`config.mk`:
```
export PLATFORM = sky130hd
export DESIGN_NAME = rst_sequencer
export DESIGN_NICKNAME = d
export VERILOG_FILES = /design/src/rtl/rstseq_pkg.sv /design/src/rtl/rst_sync.sv /design/src/rtl/rst_sequencer.sv
export SDC_FILE = /design/constraint.sdc
export NUM_CORES = 1
export LEC_CHECK = 0
export CORE_MARGIN = 2
export CORE_UTILIZATION = 30
export CTS_CLUSTER_SIZE = 25
export DETAILED_ROUTE_END_ITERATION = 10
export DONT_BUFFER_PORTS = 1
export PLACE_DENSITY = 0.4
export SETUP_SLACK_MARGIN = 0.02
export SLEW_MARGIN = 40
export SYNTH_ARGS = -nofsm -noshare
export SYNTH_HDL_FRONTEND = slang
export SYNTH_SLANG_ARGS = --single-unit
```
`constraint.sdc`:
```
create_clock -name clk -period 2.3 [get_ports clk]
set_input_delay 0.23 -clock clk [delete_from_list [all_inputs] [get_ports clk]]
set_output_delay 0.23 -clock clk [all_outputs]
set_load 0.01 [all_outputs]
```
`src/rtl/rstseq_pkg.sv`:
```
// Shared types and constants for the staged reset sequencer.
package rstseq_pkg;

  typedef enum logic [2:0] {
    RS_ASSERT,
    RS_WAIT_LOCK,
    RS_HOLD,
    RS_RELEASE,
    RS_RUN
  } rs_state_e;

  localparam int unsigned RSTSEQ_CNT_SAT = 255;

  // Lock loss and button presses only count once the sequencer has left WAIT_LOCK.
  function automatic logic rs_event_armed(rs_state_e s);
    return s inside {RS_HOLD, RS_RELEASE, RS_RUN};
  endfunction

endpackage

```
`src/rtl/rst_sync.sv`:
```
// Multi-stage flip-flop synchroniser with a configurable reset value.
module rst_sync #(
  parameter int unsigned STAGES  = 2,
  parameter logic        RST_VAL = 1'b0
) (
  input  logic clk_i,
  input  logic rst_ni,
  input  logic d_i,
  output logic q_o
);

  logic [STAGES-1:0] sync_q;

  always_ff @(posedge clk_i or negedge rst_ni) begin
    if (!rst_ni) begin
      sync_q <= {STAGES{RST_VAL}};
    end else begin
      sync_q <= {sync_q[STAGES-2:0], d_i};
    end
  end

  assign q_o = sync_q[STAGES-1];

endmodule

```
`src/rtl/rst_sequencer.sv`:
```
// Staged multi-domain reset sequencer gated by PLL lock and a push-button.
// Define RSTSEQ_DEBOUNCE_EN to require DEBOUNCE_CYC stable-low samples per press.
module rst_sequencer
  import rstseq_pkg::*;
#(
  parameter int unsigned N_CH         = 4,
  parameter int unsigned HOLD_CYC     = 32,
  parameter int unsigned STAGE_CYC    = 16,
  parameter int unsigned SYNC_STAGES  = 2,
  parameter int unsigned DEBOUNCE_CYC = 1024
) (
  input  logic            clk,
  input  logic            reset_n,
  input  logic            pll_locked,
  input  logic            ext_rst_n,
  output logic [N_CH-1:0] rst_out,
  output logic            all_released,
  output logic [7:0]      reset_count
);

  localparam int unsigned HOLD_W  = $clog2(HOLD_CYC) + 1;
  localparam int unsigned STAGE_W = $clog2(STAGE_CYC) + 1;

  rs_state_e          state_q;
  logic [N_CH-1:0]    rst_q;
  logic [N_CH-1:0]    rst_shift;
  logic               all_rel_q;
  logic [7:0]         cnt_q;
  logic [HOLD_W-1:0]  hold_q;
  logic [STAGE_W-1:0] stage_q;

  logic lock_s;
  logic btn_s;
  logic press;
  logic rst_event;

  rst_sync #(.STAGES(SYNC_STAGES), .RST_VAL(1'b0)) u_sync_lock (
    .clk_i  (clk),
    .rst_ni (reset_n),
    .d_i    (pll_locked),
    .q_o    (lock_s)
  );

  rst_sync #(.STAGES(SYNC_STAGES), .RST_VAL(1'b1)) u_sync_btn (
    .clk_i  (clk),
    .rst_ni (reset_n),
    .d_i    (ext_rst_n),
    .q_o    (btn_s)
  );

`ifdef RSTSEQ_DEBOUNCE_EN
  localparam int unsigned DEB_W = $clog2(DEBOUNCE_CYC) + 1;

  logic [DEB_W-1:0] deb_q;
  logic [DEB_W-1:0] deb_d;

  // Count saturates at DEBOUNCE_CYC so a long press fires exactly once.
  always_comb begin
    deb_d = deb_q;
    press = 1'b0;
    if (btn_s) begin
      deb_d = '0;
    end else if (deb_q != DEB_W'(DEBOUNCE_CYC)) begin
      deb_d = deb_q + DEB_W'(1);
      press = (deb_q == DEB_W'(DEBOUNCE_CYC - 1));
    end
    if (rst_event) begin
      deb_d = '0;
    end
  end

  always_ff @(posedge clk or negedge reset_n) begin
    if (!reset_n) begin
      deb_q <= '0;
    end else begin
      deb_q <= deb_d;
    end
  end
`else
  always_comb begin
    press = ~btn_s;
  end

  if (DEBOUNCE_CYC == 0) begin : g_debounce_unused
  end
`endif

  always_comb begin
    rst_event = rs_event_armed(state_q) && (!lock_s || press);
    rst_shift = rst_q << 1;
  end

  // WAIT_LOCK samples the synchroniser output, so HOLD begins at edge
  // 1+SYNC_STAGES and bit 0 falls exactly at edge 1+SYNC_STAGES+1+HOLD_CYC.
  always_ff @(posedge clk or negedge reset_n) begin
    if (!reset_n) begin
      state_q   <= RS_ASSERT;
      rst_q     <= '1;
      all_rel_q <= 1'b0;
      cnt_q     <= '0;
      hold_q    <= '0;
      stage_q   <= '0;
    end else if (rst_event) begin
      state_q   <= RS_ASSERT;
      rst_q     <= '1;
      all_rel_q <= 1'b0;
      hold_q    <= '0;
      stage_q   <= '0;
      if (cnt_q != 8'(RSTSEQ_CNT_SAT)) begin
        cnt_q <= cnt_q + 8'd1;
      end
    end else begin
      case (state_q)
        RS_ASSERT: begin
          state_q   <= RS_WAIT_LOCK;
          rst_q     <= '1;
          all_rel_q <= 1'b0;
        end
        RS_WAIT_LOCK: begin
          if (lock_s && btn_s) begin
            state_q <= RS_HOLD;
            hold_q  <= HOLD_W'(HOLD_CYC);
          end
        end
        RS_HOLD: begin
          if (hold_q == '0) begin
            rst_q   <= rst_shift;
            stage_q <= '0;
            if (rst_shift == '0) begin
              state_q   <= RS_RUN;
              all_rel_q <= 1'b1;
            end else begin
              state_q <= RS_RELEASE;
            end
          end else begin
            hold_q <= hold_q - HOLD_W'(1);
          end
        end
        RS_RELEASE: begin
          if (stage_q == STAGE_W'(STAGE_CYC - 1)) begin
            stage_q <= '0;
            rst_q   <= rst_shift;
            if (rst_shift == '0) begin
              state_q   <= RS_RUN;
              all_rel_q <= 1'b1;
            end
          end else begin
            stage_q <= stage_q + STAGE_W'(1);
          end
        end
        RS_RUN: begin
          rst_q     <= '0;
          all_rel_q <= 1'b1;
        end
        default: begin
          state_q   <= RS_ASSERT;
          rst_q     <= '1;
          all_rel_q <= 1'b0;
        end
      endcase
    end
  end

  assign rst_out      = rst_q;
  assign all_released = all_rel_q;
  assign reset_count  = cnt_q;

endmodule

```
* Word level (Yosys, flattened, before mapping) *
Cells that the tools add are included.

cells by class
  add/sub/neg operators = 3
  equality and inequality tests = 13
  mux-type cells = 24
  bitwise operators = 1
  reductions and logical operators = 15

operators by type and width
  operator                                                number
  2-to-1 mux 3 bit                                        6
  2-to-1 mux 6 bit                                        3
  case mux 4 bit (4 select lines)                         1
  2-to-1 mux 5 bit                                        3
  case mux 3 bit (5 select lines)                         1
  2-to-1 mux 4 bit                                        3
  case mux 6 bit (2 select lines)                         1
  case mux 5 bit (2 select lines)                         1
  inequality test 3 x 2 -> 1 bit (second input constant)  3
  nonzero test 3 bit                                      3
  adder 8 x 1 -> 8 bit (second input constant)            1
  inequality test 8 bit (second input constant)           1
  == test 3 x 2 -> 1 bit (second input constant)          2
  zero test 6 bit                                         1
  inequality test 3 bit (second input constant)           2
  AND reduction 3 bit                                     2
  subtractor 6 x 1 -> 6 bit (second input constant)       1
  adder 5 x 1 -> 5 bit (second input constant)            1
  == test 5 x 4 -> 1 bit (second input constant)          1
  AND reduction 5 bit                                     1
  zero test 4 bit                                         1
  2-to-1 mux 1 bit                                        4
  inequality test 2 bit (second input constant)           2
  case mux 1 bit (4 select lines)                         1
  other kinds (8)                                         10

word-level totals
  bits in registers = 31
  input port bits = 4
  output and inout bits = 13
  logic and storage cells = 64

* Longest topological paths before layout *
Gate-level depths: netlist of run 1.

  word-level depth = 5
  depth in mapped cells = 7
  gate-level depth less buffers = 6

* Cells and area by module *
A second synthesis of run 1 with hierarchy kept.

second synthesis, totals
  cell total of the unflattened synthesis = 154
  area total of the unflattened synthesis = 1667.8 um^2

by module, submodules not included
  module                  instances  cells an instance  area each (um^2)  seq. area each (um^2)
  rst_sequencer           1          150                1565.3            680.7
  rst_sync (u_sync_btn)   1          2                  52.6              52.6
  rst_sync (u_sync_lock)  1          2                  50.0              50.0

* Worst setup path after synthesis of run 1 *
Ideal clock, no wire load.

  kind = reg2reg
  start = reg hold_q[0]
  end = reg rst_q[0], in the netlist rst_out[0]
  setup time = 0.082 ns
  arrival time = 1.834 ns
  data required time = 2.218 ns
  path slack = 0.384 ns
  stages on the path, launching flop included = 8
  buffers on the path = 1
  period minus slack after synthesis = 1.916 ns
  path through = dfrtp_1 -> inv_1 -> ha_1 -> nor3b_4 -> a211oi_2 -> or3_1 -> buf_6 -> mux2_4

between the ends
  word-level cells in the longest chain between the ends = 3

ends and longest elaborated chain
  element                                   RTL line              source
  from (decl)                               rst_sequencer.sv:29   logic [HOLD_W-1:0] hold_q;
  from (signal assigned)                    rst_sequencer.sv:122  hold_q <= HOLD_W'(HOLD_CYC);
  from (signal assigned)                    rst_sequencer.sv:136  hold_q <= hold_q - HOLD_W'(1);
  zero test 6 bit                           rst_sequencer.sv:126  if (hold_q == '0) begin
  inequality test 3 x 2 -> 1 bit (no line)  -
  AND reduction 3 bit (no line)             -
  to (signal assigned)                      rst_sequencer.sv:127  rst_q <= rst_shift;
  to (signal assigned)                      rst_sequencer.sv:142  rst_q <= rst_shift;
  to (decl)                                 rst_sequencer.sv:25   logic [N_CH-1:0] rst_q;

Every way passes these cells.
A chain may end at the register's enable or synchronous reset.

* Final worst setup path of run 1 *
  start = reg hold_q[0]
  end = reg rst_q[3], in the netlist rst_out[3]

Same word-level chain as after synthesis.

==> results of run 1 <==
[power breakdown]
group	internal [W]	switching, W	total, W
Combinational	0.000139	0.000159	0.000297
Sequential	0.000629	0.000148	0.000777
Clock	0.000273	0.000188	0.000461
Total	0.00104	0.000495	0.00154
[repair_timing]
item / 4_1_cts / 5_1_grt
gates resized for setup: 0 / 0
hold buffers: 4 / 0
endpoints found under the hold margin: 33 / 0
[stage by stage]
step                total power, W  instances  hold slack [ps]
floorplan                0.0009886        165           -65.59
global placement          0.001064        235           -64.70
detailed placement        0.001067        235           -64.47
CTS                       0.001563        247            352.0
global route              0.001643        247            359.8
finish                    0.001535        247            348.9
[sequential cells by signal, summed over array words and instances, names as in the netlist]
name / count
rst_out: 4
stage_q: 5
u_sync_btn.sync_q: 2
u_sync_lock.sync_q: 2
state_q: 3
reset_count: 8
all_released: 1
hold_q: 6
[logic make-up after synthesis]
family / count (synthesis) / share of synthesized area
AOI/OAI and AO/OA: 45 / 0.1858
muxes: 7 / 0.05351
DFF: 31 / 0.4526
buffers and inverters: 15 / 0.03832
adders and majority gates: 4 / 0.02892
and+or+nand+nor: 57 / 0.2104
xor gates and xnor gates: 6 / 0.03037
[area by class of cell]
class / count / area [um2]
fill: 561 / 3561
multi-input combinational: 119 / 880.8
sequential: 31 / 783.3
timing repair buffer: 11 / 102.6
clock buffer: 8 / 100.1
tap: 72 / 90.09
inverter: 6 / 22.52
[critical path: stages, from the launching register on]
cell	delay, ps
dfrtp_1	380
inv_1	110
ha_1	150
nor3b_4	320
a211oi_2	130
or3_1	520
mux2_4	340
[worst max-delay path by stage]
stage                       to  slack, ps  cells after the start
global route        stage_q[2]         60                      5
global placement    rst_out[2]        310                      6
floorplan           rst_out[0]        380                      7
finish              rst_out[3]        270                      6
CTS                 rst_out[3]        260                      6
detailed placement  rst_out[0]        270                      6
[layout by cell type, fill, tap and decap left out, types with 2 or more instances in the layout]
cell	count
nor4b_1	2
clkbuf_8	7
nor2_1	7
nor3_1	8
a22o_1	2
inv_1	6
xor2_1	6
and3_1	4
o21ai_0	4
nand2b_1	3
nor2b_1	2
mux2_2	2
mux2_4	4
a21o_1	3
nand4_1	4
ha_1	4
dfrtp_1	25
o32ai_1	2
a31oi_1	6
a32oi_1	2
nand3_1	5
a22oi_1	5
buf_4	7
dlygate4sd3_1	3
or3_1	3
a2bb2oi_1	2
nor3b_1	2
dfstp_2	6
a21oi_1	8
nand2_1	6
[metal layers]
| layer | GRT usage | vias to the layer above | share of wire |
|---|---|---|---|
| met4 | 0.04068 | 0 | 0.0068 |
| met3 | 0.03054 | 2 | 0.040 |
| met5 | 0 | - | 0 |
| li1 | - | 646 | - |
| met1 | 0.1827 | 633 | 0.51 |
| met2 | 0.1850 | 22 | 0.45 |
==> results.sh, run 1 <==
export IMPL_clkTransAtPathRegs_ps=70
export IMPL_coreArea_mm2=0.005540
export IMPL_cp_arrival_ps=2230
export IMPL_grt_pass1_vias=1293
export IMPL_ys_ff_latch=31
export IMPL_hold_path_class="register to register"
export IMPL_yosysSeqAreaShare=0.4526
export IMPL_holdPathStages=0
export IMPL_p_leak_nw=0.8160
export IMPL_overflow=0
export IMPL_setup_viol=0
export IMPL_timing_fmax_mhz=493.2
export IMPL_netlist_instances=165
export IMPL_avgSynthCellArea_um2=10.49
export IMPL_worstHoldEndpoint="u_sync_lock.sync_q[1]"
export IMPL_fin_nets=182
export IMPL_final_layout_size_suffix_gt1_frac=0.2057
export IMPL_synth_edf_count=0
export IMPL_peakVddDrop_uv=451.4
export IMPL_totalWireLength_mm=3.678
export IMPL_cts_buffers=5
export IMPL_setup_tns_ps=0
export IMPL_rows=27
export IMPL_insertion_delay_ps=270
export IMPL_io_pins=17
export IMPL_htreeDepth=2
export IMPL_die_w_um=79.95
export IMPL_slew_headroom=0.5648
export IMPL_firstDrtPassIters=4
export IMPL_antenna_left=0
export IMPL_synth_top_cell_by_area="dfrtp_1"
export IMPL_synth_commonest_cells="dfrtp_1 (25), a21oi_1 (8), nor3_1 (8)"
export IMPL_synthFlopType="dfrtp_1"
export IMPL_cts_tree="yes"
export IMPL_hp_start="u_sync_lock.sync_q[0]"
export IMPL_drv_slew=0
export IMPL_tightest_slew_ps=648.5
export IMPL_vias=1303
export IMPL_fin_crit_ps=2027
export IMPL_drc=0
export IMPL_r2r_end="rst_out[3]"
export IMPL_r2r_slack_ps=270
export IMPL_viasPerCell=5.275
export IMPL_reg2reg_depth=6
export IMPL_startpoint="hold_q[0]"
export IMPL_fp_dieArea_mm2=0.006391
export IMPL_dpl_hpwl_mm=2.672
export IMPL_cp_required_ps=2500
export IMPL_fin_util=0.3573
export IMPL_ys_warn_count=0
export IMPL_outcome="complete, no violations"
export IMPL_fin_ws_ps=272.5
export IMPL_gp_routability_congestion=0.7380
export IMPL_cts_sinks=31
export IMPL_placed_area_mm2=0.001829
export IMPL_track_usage=0.1266
export IMPL_grt_pass1_wl_mm=6.341
export IMPL_grt_max_degree=32
export IMPL_crit_type="register to register"
export IMPL_synthArstFlopShare=1.000
export IMPL_ys_types=53
export IMPL_fp_dieH_um=79.95
export IMPL_reg2reg_from="hold_q[0]"
export IMPL_cp_max_fo=7
export IMPL_post_place_ws_ps=269.5
export IMPL_endpoint_kind="register"
export IMPL_port_buffers=0
export IMPL_power_density_mw_per_mm2=775.7
export IMPL_diodes=0
export IMPL_clockBufferDepth=2
export IMPL_start_util=0.3123
export IMPL_final_cell_area_mm2=0.001979
export IMPL_yosysMostFrequentCell="dfrtp_1"
export IMPL_antenna_found_initial=0
export IMPL_syn_to_final_growth_pct=14.39
export IMPL_cap_violations=0
export IMPL_hold_viol=0
export IMPL_netlist_area_mm2=0.001730
export IMPL_synth_nets=173
export IMPL_yosys_top_cells_area="dfrtp_1 (36%), dfstp_2 (9.1%), mux2_4 (3.5%)"
export IMPL_ctsRootBufferMaster="clkbuf_8"
export IMPL_cts_setup_buffers=0
export IMPL_synth_top_area_share=0.3615
export IMPL_start_kind="register"
export IMPL_drtIter0Drc=59
export IMPL_skew_ps=6.977
export IMPL_post_route_period_util=0.8815
export IMPL_rsz0062_at_grt="false"
export IMPL_routedWlPerCell_um=14.89
(Power assumes the default switching activity.)
==> inputs of run 2 (changes only) <==
--- a/config.mk
+++ b/config.mk
@@ -7,10 +7,12 @@
 export LEC_CHECK = 0
 export CORE_MARGIN = 2
 export CORE_UTILIZATION = 30
+export CTS_BUF_LIST = sky130_fd_sc_hd__clkbuf_2
 export CTS_CLUSTER_SIZE = 25
 export DETAILED_ROUTE_END_ITERATION = 10
 export DONT_BUFFER_PORTS = 1
 export PLACE_DENSITY = 0.4
+export REMOVE_ABC_BUFFERS = 1
 export SETUP_SLACK_MARGIN = 0.02
 export SLEW_MARGIN = 40
 export SYNTH_ARGS = -nofsm -noshare
==> results.sh, run 2 (same netlist as run 1, synthesis figures left out) <==
export IMPL_diodes=0
export IMPL_startpoint="hold_q[0]"
export IMPL_crit_type="register to register"
export IMPL_die_w_um=79.95
export IMPL_ctsRootBufferMaster="clkbuf_2"
export IMPL_drc=0
export IMPL_rows=27
export IMPL_totalWireLength_mm=3.692
export IMPL_cts_setup_buffers=0
export IMPL_coreArea_mm2=0.005540
export IMPL_vias=1323
export IMPL_grt_pass1_wl_mm=6.134
export IMPL_p_leak_nw=0.8053
export IMPL_antenna_found_initial=0
export IMPL_dp_cells=235
export IMPL_setup_tns_ps=0
export IMPL_grt_max_degree=32
export IMPL_antenna_left=0
export IMPL_cts_tree="yes"
export IMPL_placed_area_mm2=0.001829
export IMPL_grt_pass1_vias=1322
export IMPL_internal_power_w=0.0009463
export IMPL_timing_fmax_mhz=470.3
export IMPL_fin_crit_ps=2126
export IMPL_setup_viol=0
export IMPL_fp_dieArea_mm2=0.006391
export IMPL_cp_max_fo=7
export IMPL_start_util=0.3123
export IMPL_stdcell_count=247
export IMPL_hold_path_class="input pin to async pin"
export IMPL_io_pins=17
export IMPL_firstDrtPassIters=4
export IMPL_combPwrFrac=0.209
export IMPL_cts_resized=0
export IMPL_drv_slew=0
export IMPL_drtIter0Drc=79
export IMPL_reg2reg_from="hold_q[0]"
export IMPL_cp_arrival_ps=2440
export IMPL_path_buf_inv=1
export IMPL_post_place_ws_ps=185.1
export IMPL_hold_viol=0
export IMPL_endpoint_kind="register"
export IMPL_cp_required_ps=2620
export IMPL_routedWlPerCell_um=14.95
export IMPL_sw_frac_of_total=0.3442
export IMPL_fin_ws_ps=173.7
export IMPL_fp_dieH_um=79.95
export IMPL_syn_to_final_growth_pct=12.29
export IMPL_crit_chain="inv_1 > ha_1 > nor3b_4 > a211oi_2 > or3_1 > mux2_4"
export IMPL_clockPowerShare=0.254
export IMPL_clkTransAtPathRegs_ps=180
export IMPL_cap_violations=0
export IMPL_overflow=0
export IMPL_largest_reg_flops=8
export IMPL_final_common_cell="dfrtp_1"
export IMPL_peakVddDrop_uv=273.6
export IMPL_rsz0062_at_grt="false"
export IMPL_port_buffers=0
export IMPL_start_kind="register"
export IMPL_switching_power_w=0.0004967
export IMPL_final_cell_mix="dfrtp_1 (25), nor3_1 (8), a21oi_1 (8), nor2_1 (7), buf_4 (7)"
export IMPL_clockBufferDepth=2
export IMPL_outcome="complete, no violations"
export IMPL_tightest_slew_ps=642.9
export IMPL_dpl_hpwl_mm=2.651
export IMPL_gp_routability_congestion=0.7914
export IMPL_cpPeakStageDelay_ps=530
export IMPL_power_density_mw_per_mm2=742.6
export IMPL_crit_family="simple AND/OR/NAND/NOR gates"
export IMPL_slowest_stage="or3_1"
export IMPL_track_usage=0.1232
export IMPL_cts_hold_buf=4
export IMPL_htreeDepth=2
export IMPL_power_frac_seq=0.537
export IMPL_viasPerCell=5.356
export IMPL_final_cell_area_mm2=0.001943
export IMPL_skew_ps=35.50
export IMPL_cts_buffers=5
export IMPL_cts_sinks=31
export IMPL_final_layout_size_suffix_gt1_frac=0.2057
export IMPL_insertion_delay_ps=370
export IMPL_post_route_period_util=0.9245
export IMPL_fin_nets=182
export IMPL_slew_headroom=0.5685
-- run 2: worst paths after layout --
kind,end,slack (ps),cells after the start
max in group asynchronous,u_sync_btn.sync_q[1],1750,2
min in group clk,u_sync_lock.sync_q[1],380,0
max reg2reg,rst_out[2],170,6
max,rst_out[2],170,6
min reg2reg,u_sync_lock.sync_q[1],380,0
min,reset_count[7],260,2
-- run 2: layer usage --
layer / wire [um] / part of all wire / up-vias / GRT usage
met5: 0 / 0 / - / 0
met4: 61 / 0.017 / 0 / 0.05085
met3: 220 / 0.060 / 7 / 0.03846
met2: 1669 / 0.45 / 33 / 0.1992
met1: 1740 / 0.47 / 642 / 0.1513
li1: - / - / 641 / -
-- run 2: worst register-to-register path, cell delays in order, from the launching register on --
cell	delay, ps
dfrtp_1	420
inv_1	120
ha_1	160
nor3b_4	330
a211oi_2	180
or3_1	530
mux2_4	340
-- run 2: stage by stage --
step	power [W]	util	hold slack, ps
after CTS	0.001464	0.3507	227.4
after global routing	0.001538	0.3507	217.5
after global placement	0.001064	0.3302	-64.89
after floorplan	0.0009782	-	-65.59
after detailed placement	0.001068	0.3302	-64.88
final	0.001443	0.3507	262.3
-- run 2: power groups by stage --
stage	sequential (W)	clock [W]	combinational, W
floorplan	0.000760	0	0.000219
global placement	0.000784	0	0.000281
detailed placement	0.000786	0	0.000281
CTS	0.000775	0.000387	0.000302
global route	0.000788	0.000414	0.000336
finish	0.000774	0.000367	0.000301
-- run 2: area by class of cell --
class,instances,area (um2)
inverters,6,22.52
multi-input cells,119,880.8
clock inverters,3,38.79
well taps,72,90.09
fillers,581,3597
repair buffers,11,102.6
clock buffers,5,25.02
flip-flops and latches,31,783.3
